[config.mk]
export PLATFORM = sky130hd
export DESIGN_NAME = shift_seq_ctrl
export DESIGN_NICKNAME = d
export VERILOG_FILES = /design/src/rtl/shift_seq_ctrl.sv
export SDC_FILE = /design/constraint.sdc
export NUM_CORES = 1
export LEC_CHECK = 0
export ABC_AREA = 0
export CORE_ASPECT_RATIO = 0.75
export CORE_MARGIN = 8
export CORE_UTILIZATION = 40
export DETAILED_ROUTE_END_ITERATION = 10
export PLACE_DENSITY_LB_ADDON = 0.3
export SYNTH_ARGS = -nofsm -noshare
export SYNTH_HDL_FRONTEND = slang
export SYNTH_SLANG_ARGS = --single-unit
[constraint.sdc]
create_clock -name CLK -period 1.55 [get_ports CLK]
set_clock_uncertainty 0.15 [all_clocks]
set_input_delay 0.2325 -clock CLK [delete_from_list [all_inputs] [get_ports CLK]]
set_output_delay 0.2325 -clock CLK [all_outputs]
set_load 0.02 [all_outputs]
[src/rtl/shift_seq_ctrl.sv]
// ---------------------------------------------------------------------------
// shift_seq_ctrl
//
// Sequencing controller for a WIDTH-bit serial-in shift register. A parallel
// word is taken through a start/ready handshake and fed MSB-first onto the
// register's serial input, one bit per shift cycle, with PAUSE idle cycles
// between consecutive shifts. After the last shift the register's parallel
// output is sampled, compared against the loaded word, and a one-cycle done
// pulse is issued.
//
// Parameters:
//   WIDTH  word / register width, legal 2..8
//   PAUSE  idle cycles between consecutive shifts, legal 0..15
//
// Ports:
//   CLK     in   clock, all state changes on the rising edge
//   RST     in   synchronous active-high reset
//   start   in   load request, accepted only when start & ready
//   din     in   parallel word, captured on the accept edge
//   abort   in   synchronous abort of a transfer in progress
//   q       in   parallel output of the shift register
//   ready   out  high exactly in IDLE
//   busy    out  high in every state except IDLE
//   sh_d    out  serial data to the register
//   sh_en   out  shift-enable qualifier for the register
//   dout    out  sampled register contents, valid from DONE until next accept
//   done    out  one-cycle completion pulse
//   match   out  dout == loaded word, valid with done and held with dout
//
// State table:
//   state   | meaning
//   IDLE    | waiting for start, ready=1
//   SHIFT   | drive one word bit with sh_en=1
//   GAP     | PAUSE idle cycles between shifts
//   CHECK   | sample q into dout and compare against word
//   DONE    | one-cycle done pulse, abort ignored here
// ---------------------------------------------------------------------------
module shift_seq_ctrl #(
    parameter int WIDTH = 4,
    parameter int PAUSE = 0
) (
    input  logic             CLK,
    input  logic             RST,
    input  logic             start,
    input  logic [WIDTH-1:0] din,
    input  logic             abort,
    input  logic [WIDTH-1:0] q,
    output logic             ready,
    output logic             busy,
    output logic             sh_d,
    output logic             sh_en,
    output logic [WIDTH-1:0] dout,
    output logic             done,
    output logic             match
);

    // One spare bit on the bit counter so it can never wrap within a transfer.
    localparam int BW = $clog2(WIDTH) + 1;
    localparam logic [BW-1:0]    LAST_BIT = BW'(WIDTH - 1);
    localparam logic [BW-1:0]    ONE_BIT  = BW'(1);
    localparam logic [3:0]       PAUSE_LD = 4'(PAUSE);
    localparam logic [WIDTH-1:0] MSB_ONE  = {1'b1, {(WIDTH-1){1'b0}}};

    typedef enum logic [2:0] {
        S_IDLE  = 3'd0,
        S_SHIFT = 3'd1,
        S_GAP   = 3'd2,
        S_CHECK = 3'd3,
        S_DONE  = 3'd4
    } state_t;

    state_t           state_q,  state_d;
    logic [WIDTH-1:0] word_q,   word_d;
    logic [BW-1:0]    bitcnt_q, bitcnt_d;
    logic [3:0]       pcnt_q,   pcnt_d;

    logic             ready_q,  ready_d;
    logic             busy_q,   busy_d;
    logic             sh_d_q,   sh_d_d;
    logic             sh_en_q,  sh_en_d;
    logic [WIDTH-1:0] dout_q,   dout_d;
    logic             done_q,   done_d;
    logic             match_q,  match_d;

    // -----------------------------------------------------------------------
    // State and output registers
    // -----------------------------------------------------------------------
    always_ff @(posedge CLK) begin
        if (RST) begin
            state_q  <= S_IDLE;
            word_q   <= '0;
            bitcnt_q <= '0;
            pcnt_q   <= '0;
            ready_q  <= 1'b1;
            busy_q   <= 1'b0;
            sh_d_q   <= 1'b0;
            sh_en_q  <= 1'b0;
            dout_q   <= '0;
            done_q   <= 1'b0;
            match_q  <= 1'b0;
        end else begin
            state_q  <= state_d;
            word_q   <= word_d;
            bitcnt_q <= bitcnt_d;
            pcnt_q   <= pcnt_d;
            ready_q  <= ready_d;
            busy_q   <= busy_d;
            sh_d_q   <= sh_d_d;
            sh_en_q  <= sh_en_d;
            dout_q   <= dout_d;
            done_q   <= done_d;
            match_q  <= match_d;
        end
    end

    // -----------------------------------------------------------------------
    // Next-state logic
    // -----------------------------------------------------------------------
    always_comb begin
        state_d  = state_q;
        word_d   = word_q;
        bitcnt_d = bitcnt_q;
        pcnt_d   = pcnt_q;

        case (state_q)
            S_IDLE: begin
                // abort beats a simultaneous start: nothing is captured
                if (start && !abort) begin
                    state_d  = S_SHIFT;
                    word_d   = din;
                    bitcnt_d = '0;
                end
            end

            S_SHIFT: begin
                if (abort) begin
                    state_d = S_IDLE;
                end else begin
                    bitcnt_d = bitcnt_q + ONE_BIT;
                    if (bitcnt_q == LAST_BIT) begin
                        state_d = S_CHECK;
                    end else if (PAUSE > 0) begin
                        pcnt_d  = PAUSE_LD;
                        state_d = S_GAP;
                    end
                end
            end

            S_GAP: begin
                if (abort) begin
                    state_d = S_IDLE;
                end else begin
                    // counter is loaded with PAUSE, so leaving at 1 gives
                    // exactly PAUSE gap cycles
                    pcnt_d = pcnt_q - 4'd1;
                    if (pcnt_q == 4'd1) begin
                        state_d = S_SHIFT;
                    end
                end
            end

            S_CHECK: begin
                if (abort) begin
                    state_d = S_IDLE;
                end else begin
                    state_d = S_DONE;
                end
            end

            S_DONE: begin
                state_d = S_IDLE;
            end

            default: begin
                state_d = S_IDLE;
            end
        endcase
    end

    // -----------------------------------------------------------------------
    // Output logic. Outputs are registered, so their next values are decoded
    // from the next state; this puts the first shift in the cycle right after
    // the accept edge.
    // -----------------------------------------------------------------------
    always_comb begin
        ready_d = (state_d == S_IDLE);
        busy_d  = (state_d != S_IDLE);
        sh_en_d = (state_d == S_SHIFT);
        done_d  = (state_d == S_DONE);

        // MSB-first: select word bit WIDTH-1-bitcnt
        sh_d_d  = sh_en_d && ((word_d & (MSB_ONE >> bitcnt_d)) != '0);

        dout_d  = dout_q;
        match_d = match_q;

        // accept clears the old comparison result; dout holds until CHECK
        if (state_q == S_IDLE && state_d == S_SHIFT) begin
            match_d = 1'b0;
        end

        // an abort during CHECK leaves dout/match untouched
        if (state_q == S_CHECK && state_d == S_DONE) begin
            dout_d  = q;
            match_d = (q == word_q);
        end
    end

    assign ready = ready_q;
    assign busy  = busy_q;
    assign sh_d  = sh_d_q;
    assign sh_en = sh_en_q;
    assign dout  = dout_q;
    assign done  = done_q;
    assign match = match_q;

endmodule
# Yosys cells after proc, flatten, opt, wreduce, memory -nomap -nowiden
# Index checks and enable logic that the tools add are counted.
word_totals:
  ff_bits: 24
  elab_cells: 49
  inputBits: 12
  out_inout_bits: 10
classes:
  muxes: 14
  addsub: 2
  n_shift: 1
  n_reduce_logical: 11
  bitwise_logic: 2
  eq_ne: 8
ops:
  columns: ["operator", "n"]
  rows:
  - ["$mux 3", 8]
  - ["$pmux 3 s4", 1]
  - ["$eq 3x2->1 const B", 3]
  - ["$mux 4", 2]
  - ["$eq 3x1->1 const B", 2]
  - ["$logic_not 3->1", 2]
  - ["$pmux 3 s2", 1]
  - ["$and 4x4->4", 1]
  - ["$eq 4x1->1 const B", 1]
  - ["$eq 4x4->1", 1]
  - ["$logic_and 1x1->1", 4]
  - ["$reduce_bool 4->1", 1]
  - ["$shr 4x3->4 const A", 1]
  - ["$sub 4x1->4 const B", 1]
  - ["$add 3x1->3 const B", 1]
  - ["$eq 3x3->1 const B", 1]
  - ["$reduce_bool 3->1", 1]
  - ["$mux 1", 2]
  - ["$reduce_and 2->1", 1]
  - ["$reduce_bool 2->1", 1]
  - ["$logic_not 1->1", 1]
  - ["$not 1->1", 1]

# Depth between registers and ports, before layout
# Gate-level depths: netlist (run 1).
logic_depth:
  depth_word: 8
  depth_mapped: 7
  ltp_nobuf: 6

# Worst setup path after synthesis (run 1)
# Ideal clock, no wire load.
synth_path:
  path_type: "register to register"
  from: "register state_q[2]"
  to: "register sh_d_q (netlist: sh_d)"
  required_ps: 1269
  period_less_slack_ps: 1723
  path_slack_ps: -173
  n_path_buf: 0
  setup_time_ps: 131
  path_stages_with_launch: 6
  t_arrival_ps: 1441
  cell_sequence: "dfxtp_1 -> or3_2 -> o21ai_2 -> nand2_1 -> o311ai_0 -> a21oi_1"
synth_between:
  elab_chain_cells: 6
  word_cells_on_any_way: 17
  cone_classes: "4 x eq/ne; 1 x shift; 8 x mux; 1 x bitwise; 3 x reduce/logical"
synth_rtl:
  columns: ["item", "line", "text"]
  rows:
  - ["from (decl)", "72", "state_t state_q, state_d;"]
  - ["from (signal assigned)", "102", "state_q <= state_d;"]
  - ["$eq 3x1->1 or $logic_not 3->1 (tied branches)", "125", "case (state_q)"]
  - ["$pmux 3 s2", "125", null]
  - ["$shr 4x3->4", "192", "sh_d_d = sh_en_d && ((word_d & (MSB_ONE >> bitcnt_d)) != '0);"]
  - ["$and 4x4->4", "192", null]
  - ["$reduce_bool 4->1", "192", null]
  - ["$logic_and 1x1->1 (*)", "192", null]
  - ["to (signal assigned)", "96", "sh_d_q <= 1'b0;"]
  - ["to (signal assigned)", "108", "sh_d_q <= sh_d_d;"]
  - ["to (decl)", "79", "logic sh_d_q, sh_d_d;"]
# Mark *: on every way between the ends. The rest lies on a longest branch, timed or not.
# A chain may end at the register's enable or synchronous reset.

# Worst setup path after layout (run 1)
layout_path:
  from: "register state_q[1]"
  to: "register sh_d_q (netlist: sh_d)"
# The elaborated chain is that of the path after synthesis.

==> flow_metrics.env, run 1 <==
export IMPL_worst_setup_path_start_kind="flip-flop"
export IMPL_route_final_wire_length_mm=2.62
export IMPL_cts_root_buf="clkbuf_4"
export IMPL_syn_to_final_growth_pct=49.0
export IMPL_ir_drop_mv=0.492
export IMPL_clkTransAtPathRegs_ns=0.13
export IMPL_syn_num_nets=133
export IMPL_clkLatencyLatePin_ns=0.32
export IMPL_ios=22
export IMPL_synthTopCellsByCount="dfxtp_1, nor2_1, nand2_1, a21oi_1"
export IMPL_run_status="complete, but fails checks"
export IMPL_combPwrFrac=0.134
export IMPL_dr_pass1_iters=4
export IMPL_fin_cells=195
export IMPL_via_per_inst=4.97
export IMPL_p_clk_frac=0.263
export IMPL_maxSlewViolCount=0
export IMPL_drc=0
export IMPL_netSwitchingFraction=0.248
export IMPL_synth_xor_area_share=0.0568
export IMPL_numCtsBuffers=3
export IMPL_cp_end_kind="flip-flop"
export IMPL_antenna_found_initial=0
export IMPL_slew_limit_headroom=0.772
export IMPL_nets=177
export IMPL_synth_most_common_cell="dfxtp_1"
export IMPL_ys_seq_area_frac=0.445
export IMPL_hold_buffers=0
export IMPL_dp_cells=188
export IMPL_synth_avg_cell_area_sq_um=9.22
export IMPL_pre_cts_ws_ns=-0.602
export IMPL_portBuffers=21
export IMPL_vias=970
export IMPL_synth_simple_area_share=0.237
export IMPL_synth_top_area_frac=0.445
export IMPL_clockBufferDepth=2
export IMPL_power_leakage_uw=0.000657
export IMPL_die_y_microns=61.0
export IMPL_fin_ws_ns=-0.170
export IMPL_overflow=0
export IMPL_power_switching_uw=260
export IMPL_cts_tree="yes"
export IMPL_drtIter0Drc=27
export IMPL_p_seq_frac=0.603
export IMPL_worstMarginPinSlew_ns=0.340
export IMPL_synth_edff_count=0
export IMPL_finalSetupViolCount=6
export IMPL_synth_seq_cells=24
export IMPL_synth_cell_types=31
export IMPL_cap_violations=0
export IMPL_coreArea_sq_um=2580
export IMPL_post_route_period_util=1.11
export IMPL_yosys_warnings=0
export IMPL_first_global_vias=982
export IMPL_netlist_instances=117
export IMPL_n_fill_cell=218
export IMPL_synth_fa_ha_area_frac=0.0464
export IMPL_power_uw=1050
export IMPL_path_class="flip-flop to flip-flop"
export IMPL_synthFlopType="dfxtp_1"
export IMPL_rows=16
export IMPL_clkSinkCount=24
export IMPL_whs_ns=0.290
export IMPL_n_antenna_cell=0
export IMPL_power_per_cell_area_nw_per_um2=654
export IMPL_finalHoldViolations=0
export IMPL_die_area_sq_um=4630
export IMPL_async_flop_share=0
export IMPL_synthMuxAreaShare=0.0476
export IMPL_fmax_mhz=581
export IMPL_place_gp_congestion=0.882
export IMPL_netlist_area_sq_um=1080
export IMPL_yosysTopAreaCell="dfxtp_1"
export IMPL_critical_path_arrival_ns=1.78
export IMPL_rsz0062_at_grt="true"
export IMPL_worstHoldPathType="primary input to flip-flop"
export IMPL_grt_pass1_wl_mm=4.40
export IMPL_fin_crit_ns=1.72
export IMPL_grtUsageTotal=0.118
export IMPL_violations="negative setup slack"
export IMPL_grt_max_degree=13
export IMPL_post_drt_wl_per_cell_microns=13.4
export IMPL_p_int_uw=790
export IMPL_cts_htree_levels=1
export IMPL_fp_dieW_microns=76.0
export IMPL_layout_drive_gt1_share=0.333
export IMPL_dp_hpwl_mm=1.89
export IMPL_required_ns=1.61
export IMPL_initial_core_util=0.418
export IMPL_worstPathMaxFanout=4
export IMPL_drtAntennaViolNets=0
export IMPL_synth_top_family_by_area="simple AND/OR/NAND/NOR gates"
export IMPL_synth_compound_gate_area_share=0.136
export IMPL_netlist_top_cells_area="dfxtp_1, nor2_1, ha_1"
[timing repair]
item,4_1_cts,5_1_grt
gates resized for setup,21,16
setup buffers,4,0
endpoints found under the setup margin,16,20
pin swaps,7,9
[cell usage in the layout, fill, tap and decap left out, types with 2 or more instances in the layout]
cell	netlist	routed
a211o_1	2	2
a21oi_1	8	7
buf_4	0	20
clkbuf_4	0	3
clkdlybuf4s50_1	0	10
dfxtp_1	24	20
dfxtp_4	0	3
dlygate4sd2_1	0	11
ha_1	4	2
ha_2	0	2
inv_1	3	3
mux2i_1	4	4
nand2_1	12	9
nand2_4	0	2
nand3_1	3	3
nand3_2	3	3
nor2_1	18	16
nor3_1	4	3
o21ai_1	0	3
o311ai_1	0	2
or3_4	0	2
xnor2_1	3	2
xor2_1	4	4
[final timing paths]
kind         slack (ns)  cells past startpoint             startpoint                   end
min                0.29                      3                 din[2]  word_q[2]$_SDFF_PP0_
max reg2reg       -0.17                      6  state_q[1]$_SDFF_PP0_       sh_d$_SDFF_PP0_
max               -0.17                      6  state_q[1]$_SDFF_PP0_       sh_d$_SDFF_PP0_
min reg2reg        0.32                      2     match$_SDFFE_PP0P_    match$_SDFFE_PP0P_
[routing by layer]
metal  part of all wire  global-route usage  up-vias
met5                  0                   0        -
met4             0.0088              0.0444        0
met3              0.055              0.0444        4
met2               0.46               0.196       32
met1               0.47               0.139      438
li1                   -                   -      496
[registers in the layout (all words and copies together) (netlist names)]
signal / flops
state_q: 3
sh_en: 1
match: 1
word_q: 4
ready: 1
bitcnt_q: 3
sh_d: 1
busy: 1
dout: 4
pcnt_q: 4
done: 1
[final cells by class]
cell class                      count  area [sq um]  area share
Inverter                            3          11.3     0.00701
Tap cell                           36          45.0      0.0280
Multi-Input combinational cell     86           657       0.409
Clock buffer                        3          22.5      0.0140
Timing Repair Buffer               43           378       0.235
Sequential cell                    24           493       0.307
[cell families (layout without fill, tap and decap cells)]
| family | Yosys count | after routing |
|---|---|---|
| buf+inv | 7 | 49 |
| flops | 24 | 24 |
| simple gates | 48 | 48 |
| fa+ha+maj | 4 | 4 |
| xor+xnor | 7 | 7 |
| compound gates | 22 | 22 |
| mux | 5 | 5 |
[power by group through the flow]
| stage | Combinational, uW | Clock, uW | Sequential (uW) |
|---|---|---|---|
| after global placement | 129 | 0 | 652 |
| final | 141 | 276 | 633 |
| after detailed placement | 131 | 0 | 652 |
| after floorplan | 56.3 | 0 | 654 |
| after global routing | 152 | 314 | 635 |
| after CTS | 133 | 289 | 634 |
[stage by stage]
stage	instance area (sq um)	util	TNS [ns]
floorplan	1100	-	-0.277
global placement	1470	0.570	-6.68
detailed placement	1470	0.570	-7.03
CTS	1550	0.601	-0.297
global route	1610	0.622	-0.968
finish	1610	0.622	-0.338
[critical path, stage by stage, from the launching register on]
cell and delay, ns:
dfxtp_4 0.37, buf_4 0.14, or3_4 0.35, o21ai_4 0.18
nand2_2 0.07, o311ai_1 0.24, a21oi_1 0.11
Power figures use the tool's default switching activity.
==> inputs of run 2 (changes only) <==
--- a/config.mk
+++ b/config.mk
@@ -6,9 +6,11 @@
 export NUM_CORES = 1
 export LEC_CHECK = 0
 export ABC_AREA = 0
+export CELL_PAD_IN_SITES_DETAIL_PLACEMENT = 1
+export CELL_PAD_IN_SITES_GLOBAL_PLACEMENT = 1
 export CORE_ASPECT_RATIO = 0.75
 export CORE_MARGIN = 8
-export CORE_UTILIZATION = 40
+export CORE_UTILIZATION = 33
 export DETAILED_ROUTE_END_ITERATION = 10
 export PLACE_DENSITY_LB_ADDON = 0.3
 export SYNTH_ARGS = -nofsm -noshare
==> run 2 against run 1 <==
  * The flow still finishes with violations (negative setup slack)
  * Worst setup slack improved by 0.0059 ns
  * Clock-buffer cell count increased by 1
  * Flip-flop and latch count unchanged
  * Global-route usage increased by 1.2 points
  * Die area increased by 16%
  * Design area increased by 10%
  * Cell count increased by 7.2%
  * Total power increased by 18%
  * Critical path depth decreased by 1
  * Critical path type unchanged
  * Largest power group unchanged
==> flow_metrics.env, run 2 (synthesized netlist as in run 1, its figures left out) <==
export IMPL_clkLatencyLatePin_ns=0.27
export IMPL_syn_to_final_growth_pct=64.0
export IMPL_post_drt_wl_per_cell_microns=17.7
export IMPL_n_antenna_cell=0
export IMPL_use_met1=0.155
export IMPL_critical_path_arrival_ns=1.78
export IMPL_grt_met2_usage=0.206
export IMPL_finalHoldViolations=0
export IMPL_worstHoldPathType="flip-flop to flip-flop"
export IMPL_coreArea_sq_um=3200
export IMPL_worst_setup_path_start_kind="flip-flop"
export IMPL_drtAntennaViolNets=0
export IMPL_cts_root_buf="clkbuf_8"
export IMPL_cts_htree_levels=1
export IMPL_initial_core_util=0.337
export IMPL_die_area_sq_um=5370
export IMPL_placed_cell_area_sq_um=1490
export IMPL_hp_start="match$_SDFFE_PP0P_"
export IMPL_fmax_mhz=583
export IMPL_overflow=0
export IMPL_hold_buffers=0
export IMPL_run_status="complete, but fails checks"
export IMPL_fp_dieW_microns=82.0
export IMPL_dp_hpwl_mm=2.49
export IMPL_place_gp_congestion=0.822
export IMPL_fin_crit_ns=1.71
export IMPL_fin_tns_setup_ns=-0.444
export IMPL_drc=0
export IMPL_final_common_cell="buf_4"
export IMPL_power_per_cell_area_nw_per_um2=702
export IMPL_layout_common_cells="buf_4, dfxtp_1, nor2_1"
export IMPL_rows=18
export IMPL_maxSlewViolCount=0
export IMPL_portBuffers=21
export IMPL_clkSinkCount=24
export IMPL_first_global_vias=1093
export IMPL_route_final_wire_length_mm=3.69
export IMPL_ir_drop_mv=0.365
export IMPL_violations="negative setup slack"
export IMPL_power_leakage_uw=0.000725
export IMPL_n_fill_cell=367
export IMPL_clockBufferDepth=2
export IMPL_grt_pass1_wl_mm=5.39
export IMPL_finish_utilization=0.553
export IMPL_ios=22
export IMPL_grtUsageTotal=0.130
export IMPL_grt_busiest_layer="met2"
export IMPL_rsz0062_at_grt="true"
export IMPL_finalSetupViolCount=4
export IMPL_cp_end_kind="flip-flop"
export IMPL_fin_ws_ns=-0.164
export IMPL_nets=186
export IMPL_layout_drive_gt1_share=0.426
export IMPL_dr_pass1_iters=4
export IMPL_clkTransAtPathRegs_ns=0.09
export IMPL_critPathLaunch="state_q[1]$_SDFF_PP0_"
export IMPL_vias=1040
export IMPL_numCtsBuffers=3
export IMPL_grt_max_degree=14
export IMPL_cts_tree="yes"
export IMPL_slew_limit_headroom=0.794
export IMPL_via_per_inst=4.98
export IMPL_met3_usage=0.0477
export IMPL_drtIter0Drc=28
export IMPL_die_y_microns=65.5
export IMPL_antenna_found_initial=0
export IMPL_final_cell_area_sq_um=1770
export IMPL_cap_violations=0
export IMPL_r2r_start="state_q[1]$_SDFF_PP0_"
export IMPL_path_class="flip-flop to flip-flop"
export IMPL_required_ns=1.61
export IMPL_post_route_period_util=1.11
export IMPL_worstPathMaxFanout=5
export IMPL_worstMarginPinSlew_ns=0.306
export IMPL_pre_cts_ws_ns=-0.687
==> run 2: cell types whose count changed in the layout (fill, tap and decap cells not counted), moves of 3 or more <==
cell / delta
buf_4: +5
buf_6: +4
clkbuf_4: -3
nor2_1: -3
clkbuf_8: +4
==> run 2: path summary, 6_finish.rpt <==
kind / endpoint / slack, ns / cells past startpoint
setup / recovery: sh_d$_SDFF_PP0_ / -0.16 / 5
hold / removal: match$_SDFFE_PP0P_ / 0.32 / 2
setup reg to reg: sh_d$_SDFF_PP0_ / -0.16 / 5
hold reg to reg: match$_SDFFE_PP0P_ / 0.32 / 2
==> run 2: through the flow <==
step | cells | total power, uW | hold slack (ns)
finish | 209 | 1240 | 0.321
global route | 209 | 1290 | 0.349
CTS | 200 | 1240 | 0.331
detailed placement | 194 | 787 | 0.320
global placement | 194 | 782 | 0.312
floorplan | 117 | 710 | 0.154
==> run 2: routing by layer <==
layer,part of all wire,up-vias
met5,0,-
met4,0.024,0
met3,0.050,8
met2,0.49,28
met1,0.43,493
li1,-,511
==> run 2: critical path: stages (launching register included) <==
cell and delay [ns]:
dfxtp_4 0.37, or4b_4 0.54, mux2_4 0.28, o21ai_2 0.07, o311ai_2 0.12, a21oi_2 0.13
==> run 2: what timing repair did <==
action | 4_1_cts | 5_1_grt
endpoints found under the setup margin | 33 | 16
buffers inserted | 2 | 9
resized for setup | 32 | 18
pin swaps | 9 | 15
cloned | 0 | 0
==> run 2: area by class of cell <==
cell class | instances | area (sq um) | area share
Tap cell | 40 | 50.0 | 0.0283
Multi-Input combinational cell | 86 | 699 | 0.395
Clock buffer | 4 | 55.1 | 0.0311
Timing Repair Buffer | 52 | 460 | 0.260
Sequential cell | 24 | 493 | 0.279
Inverter | 3 | 11.3 | 0.00636
==> run 2: where the power goes <==
group	switching (uW)	leakage, uW	internal [uW]
Clock	211	0.0000288	227
Sequential	11.4	0.000197	623
Combinational	81.3	0.000498	88.1
==> inputs of run 3 (changes only) <==
--- a/config.mk
+++ b/config.mk
@@ -8,11 +8,13 @@
 export ABC_AREA = 0
 export CELL_PAD_IN_SITES_DETAIL_PLACEMENT = 1
 export CELL_PAD_IN_SITES_GLOBAL_PLACEMENT = 1
-export CORE_ASPECT_RATIO = 0.75
+export CORE_ASPECT_RATIO = 1.1
 export CORE_MARGIN = 8
 export CORE_UTILIZATION = 33
+export CTS_CLUSTER_SIZE = 8
 export DETAILED_ROUTE_END_ITERATION = 10
 export PLACE_DENSITY_LB_ADDON = 0.3
+export SETUP_SLACK_MARGIN = 0.1
 export SYNTH_ARGS = -nofsm -noshare
 export SYNTH_HDL_FRONTEND = slang
 export SYNTH_SLANG_ARGS = --single-unit
==> run 3 against run 2 <==
  * The run still ends with negative setup slack left
  * Combinational power shrank 7%
  * Design area shrank 6.2%
  * Non-clock buffer count shrank 9
  * Critical path depth is the same
  * Flip-flop and latch count is the same
  * Maximum frequency is essentially flat
  * Cell count shrank 7.2%
  * First-iteration DRC count grew 7.1%
  * Via count shrank 4.2%
  * Worst setup slack gained 0.0011 ns
  * Worst hold slack lost 0.014 ns
  * Global-route usage shrank 1.1 points
  * Critical path type unchanged
  * Highest routed layer unchanged
==> flow_metrics.env, run 3 (synthesized netlist as in run 1, its figures left out) <==
export IMPL_run_status="complete, but fails checks"
export IMPL_violations="negative setup slack"
export IMPL_cts_tree="yes"
export IMPL_clkTransAtPathRegs_ns=0.14
export IMPL_n_antenna_cell=0
export IMPL_grt_pass1_wl_mm=5.29
export IMPL_maxSlewViolCount=0
export IMPL_n_fill_cell=356
export IMPL_fin_crit_ns=1.71
export IMPL_layout_drive_gt1_share=0.356
export IMPL_rsz0062_at_grt="true"
export IMPL_place_gp_congestion=0.756
export IMPL_r2r_start="state_q[2]$_SDFF_PP0_"
export IMPL_critical_path_arrival_ns=1.83
export IMPL_cp_end_kind="flip-flop"
export IMPL_worstHoldPathType="primary input to flip-flop"
export IMPL_post_drt_wl_per_cell_microns=16.8
export IMPL_power_per_cell_area_nw_per_um2=755
export IMPL_cts_root_buf="clkbuf_4"
export IMPL_hp_start="din[2]"
export IMPL_clockBufferDepth=2
export IMPL_clkLatencyLatePin_ns=0.32
export IMPL_cap_violations=0
export IMPL_layout_common_cells="dfxtp_1, nor2_1, buf_4"
export IMPL_finalSetupViolCount=6
export IMPL_worstPathMaxFanout=5
export IMPL_drtAntennaViolNets=0
export IMPL_ios=22
export IMPL_multiInputGateArea_sq_um=674
export IMPL_cts_htree_levels=1
export IMPL_pre_cts_ws_ns=-0.667
export IMPL_antenna_found_initial=0
export IMPL_syn_to_final_growth_pct=53.8
export IMPL_die_area_sq_um=5360
export IMPL_die_y_microns=76.0
export IMPL_fin_ws_ns=-0.163
export IMPL_fmax_mhz=584
export IMPL_rows=21
export IMPL_ff_latch_area_sq_um=490
export IMPL_overflow=0
export IMPL_path_class="flip-flop to flip-flop"
export IMPL_dp_hpwl_mm=2.32
export IMPL_grt_max_degree=15
export IMPL_worstMarginPinSlew_ns=0.352
export IMPL_post_route_period_util=1.11
export IMPL_fp_dieW_microns=70.5
export IMPL_first_global_vias=1154
export IMPL_route_final_wire_length_mm=3.26
export IMPL_coreArea_sq_um=3070
export IMPL_grtUsageTotal=0.119
export IMPL_slew_limit_headroom=0.764
export IMPL_dr_pass1_iters=3
export IMPL_critPathLaunch="state_q[2]$_SDFF_PP0_"
export IMPL_ir_drop_mv=0.465
export IMPL_drtIter0Drc=30
export IMPL_initial_core_util=0.351
export IMPL_drc=0
export IMPL_final_common_cell="dfxtp_1"
export IMPL_hold_buffers=0
export IMPL_finalHoldViolations=0
export IMPL_via_per_inst=5.13
export IMPL_required_ns=1.67
export IMPL_power_leakage_uw=0.000667
export IMPL_vias=996
export IMPL_clkSinkCount=24
export IMPL_whs_ns=0.307
export IMPL_nets=177
export IMPL_numCtsBuffers=3
export IMPL_fin_cells=194
export IMPL_worst_setup_path_start_kind="flip-flop"
export IMPL_dp_cells=185
export IMPL_portBuffers=21
run 3: cell types whose count changed in the layout (fill, tap and decap cells not counted), moves of 2 or more:
cell	before	now
buf_4	25	16
clkbuf_8	4	0
clkbuf_4	0	3
clkdlybuf4s15_1	0	3
dlygate4sd2_1	11	8
nor2_1	13	16
nor2_2	3	1
o311ai_1	0	2
o311ai_2	2	0
run 3: layer usage:
layer / track usage / up-vias / routed length [microns] / share of wire
met5: 0 / - / 0 / 0
met2: 0.195 / 22 / 1670 / 0.51
met1: 0.128 / 469 / 1320 / 0.41
met3: 0.0352 / 11 / 165 / 0.051
met4: 0.0805 / 0 / 101 / 0.031
li1: - / 494 / - / -
run 3: power breakdown:
part / total [uW] / internal [uW] / switching, uW
Clock: 461 / 262 / 200
Sequential: 635 / 626 / 9.54
Combinational: 157 / 80.8 / 75.8
Total: 1250 / 968 / 285
run 3: timing repair:
item                                    4_1_cts  5_1_grt
pin swaps                                     7       13
gates resized for setup                      30       18
cloned                                        0        0
endpoints found under the setup margin       28       24
buffers inserted                              4        1
run 3: worst paths after layout:
check                         end  slack (ns)  cells past startpoint
max               sh_d$_SDFF_PP0_       -0.16                      5
min          word_q[2]$_SDFF_PP0_        0.31                      3
max reg2reg       sh_d$_SDFF_PP0_       -0.16                      5
min reg2reg    match$_SDFFE_PP0P_        0.34                      2
run 3: worst max-delay path: stages, from the launching register on:
cell      delay, ns
dfxtp_4        0.39
or4b_4         0.52
mux2_4         0.28
o21ai_2        0.05
o311ai_1       0.11
a21oi_1        0.16
run 3: through the flow:
step	power, uW	util	setup TNS [ns]	instance area (sq um)
2_1_floorplan	710	-	-0.277	1100
3_3_place_gp	779	0.475	-6.33	1460
3_5_place_dp	783	0.475	-7.58	1460
4_1_cts	1250	0.520	-0.577	1600
5_1_grt	1300	0.540	-1.06	1660
6_report	1250	0.540	-0.707	1660
run 3: area by class of cell:
class / count / area share
clock buffers: 3 / 0.0136
clock inverters: 1 / 0.0181
inverters: 3 / 0.00679
multi-input cells: 86 / 0.406
flip-flops and latches: 24 / 0.296
well taps: 34 / 0.0256
repair buffers: 43 / 0.234
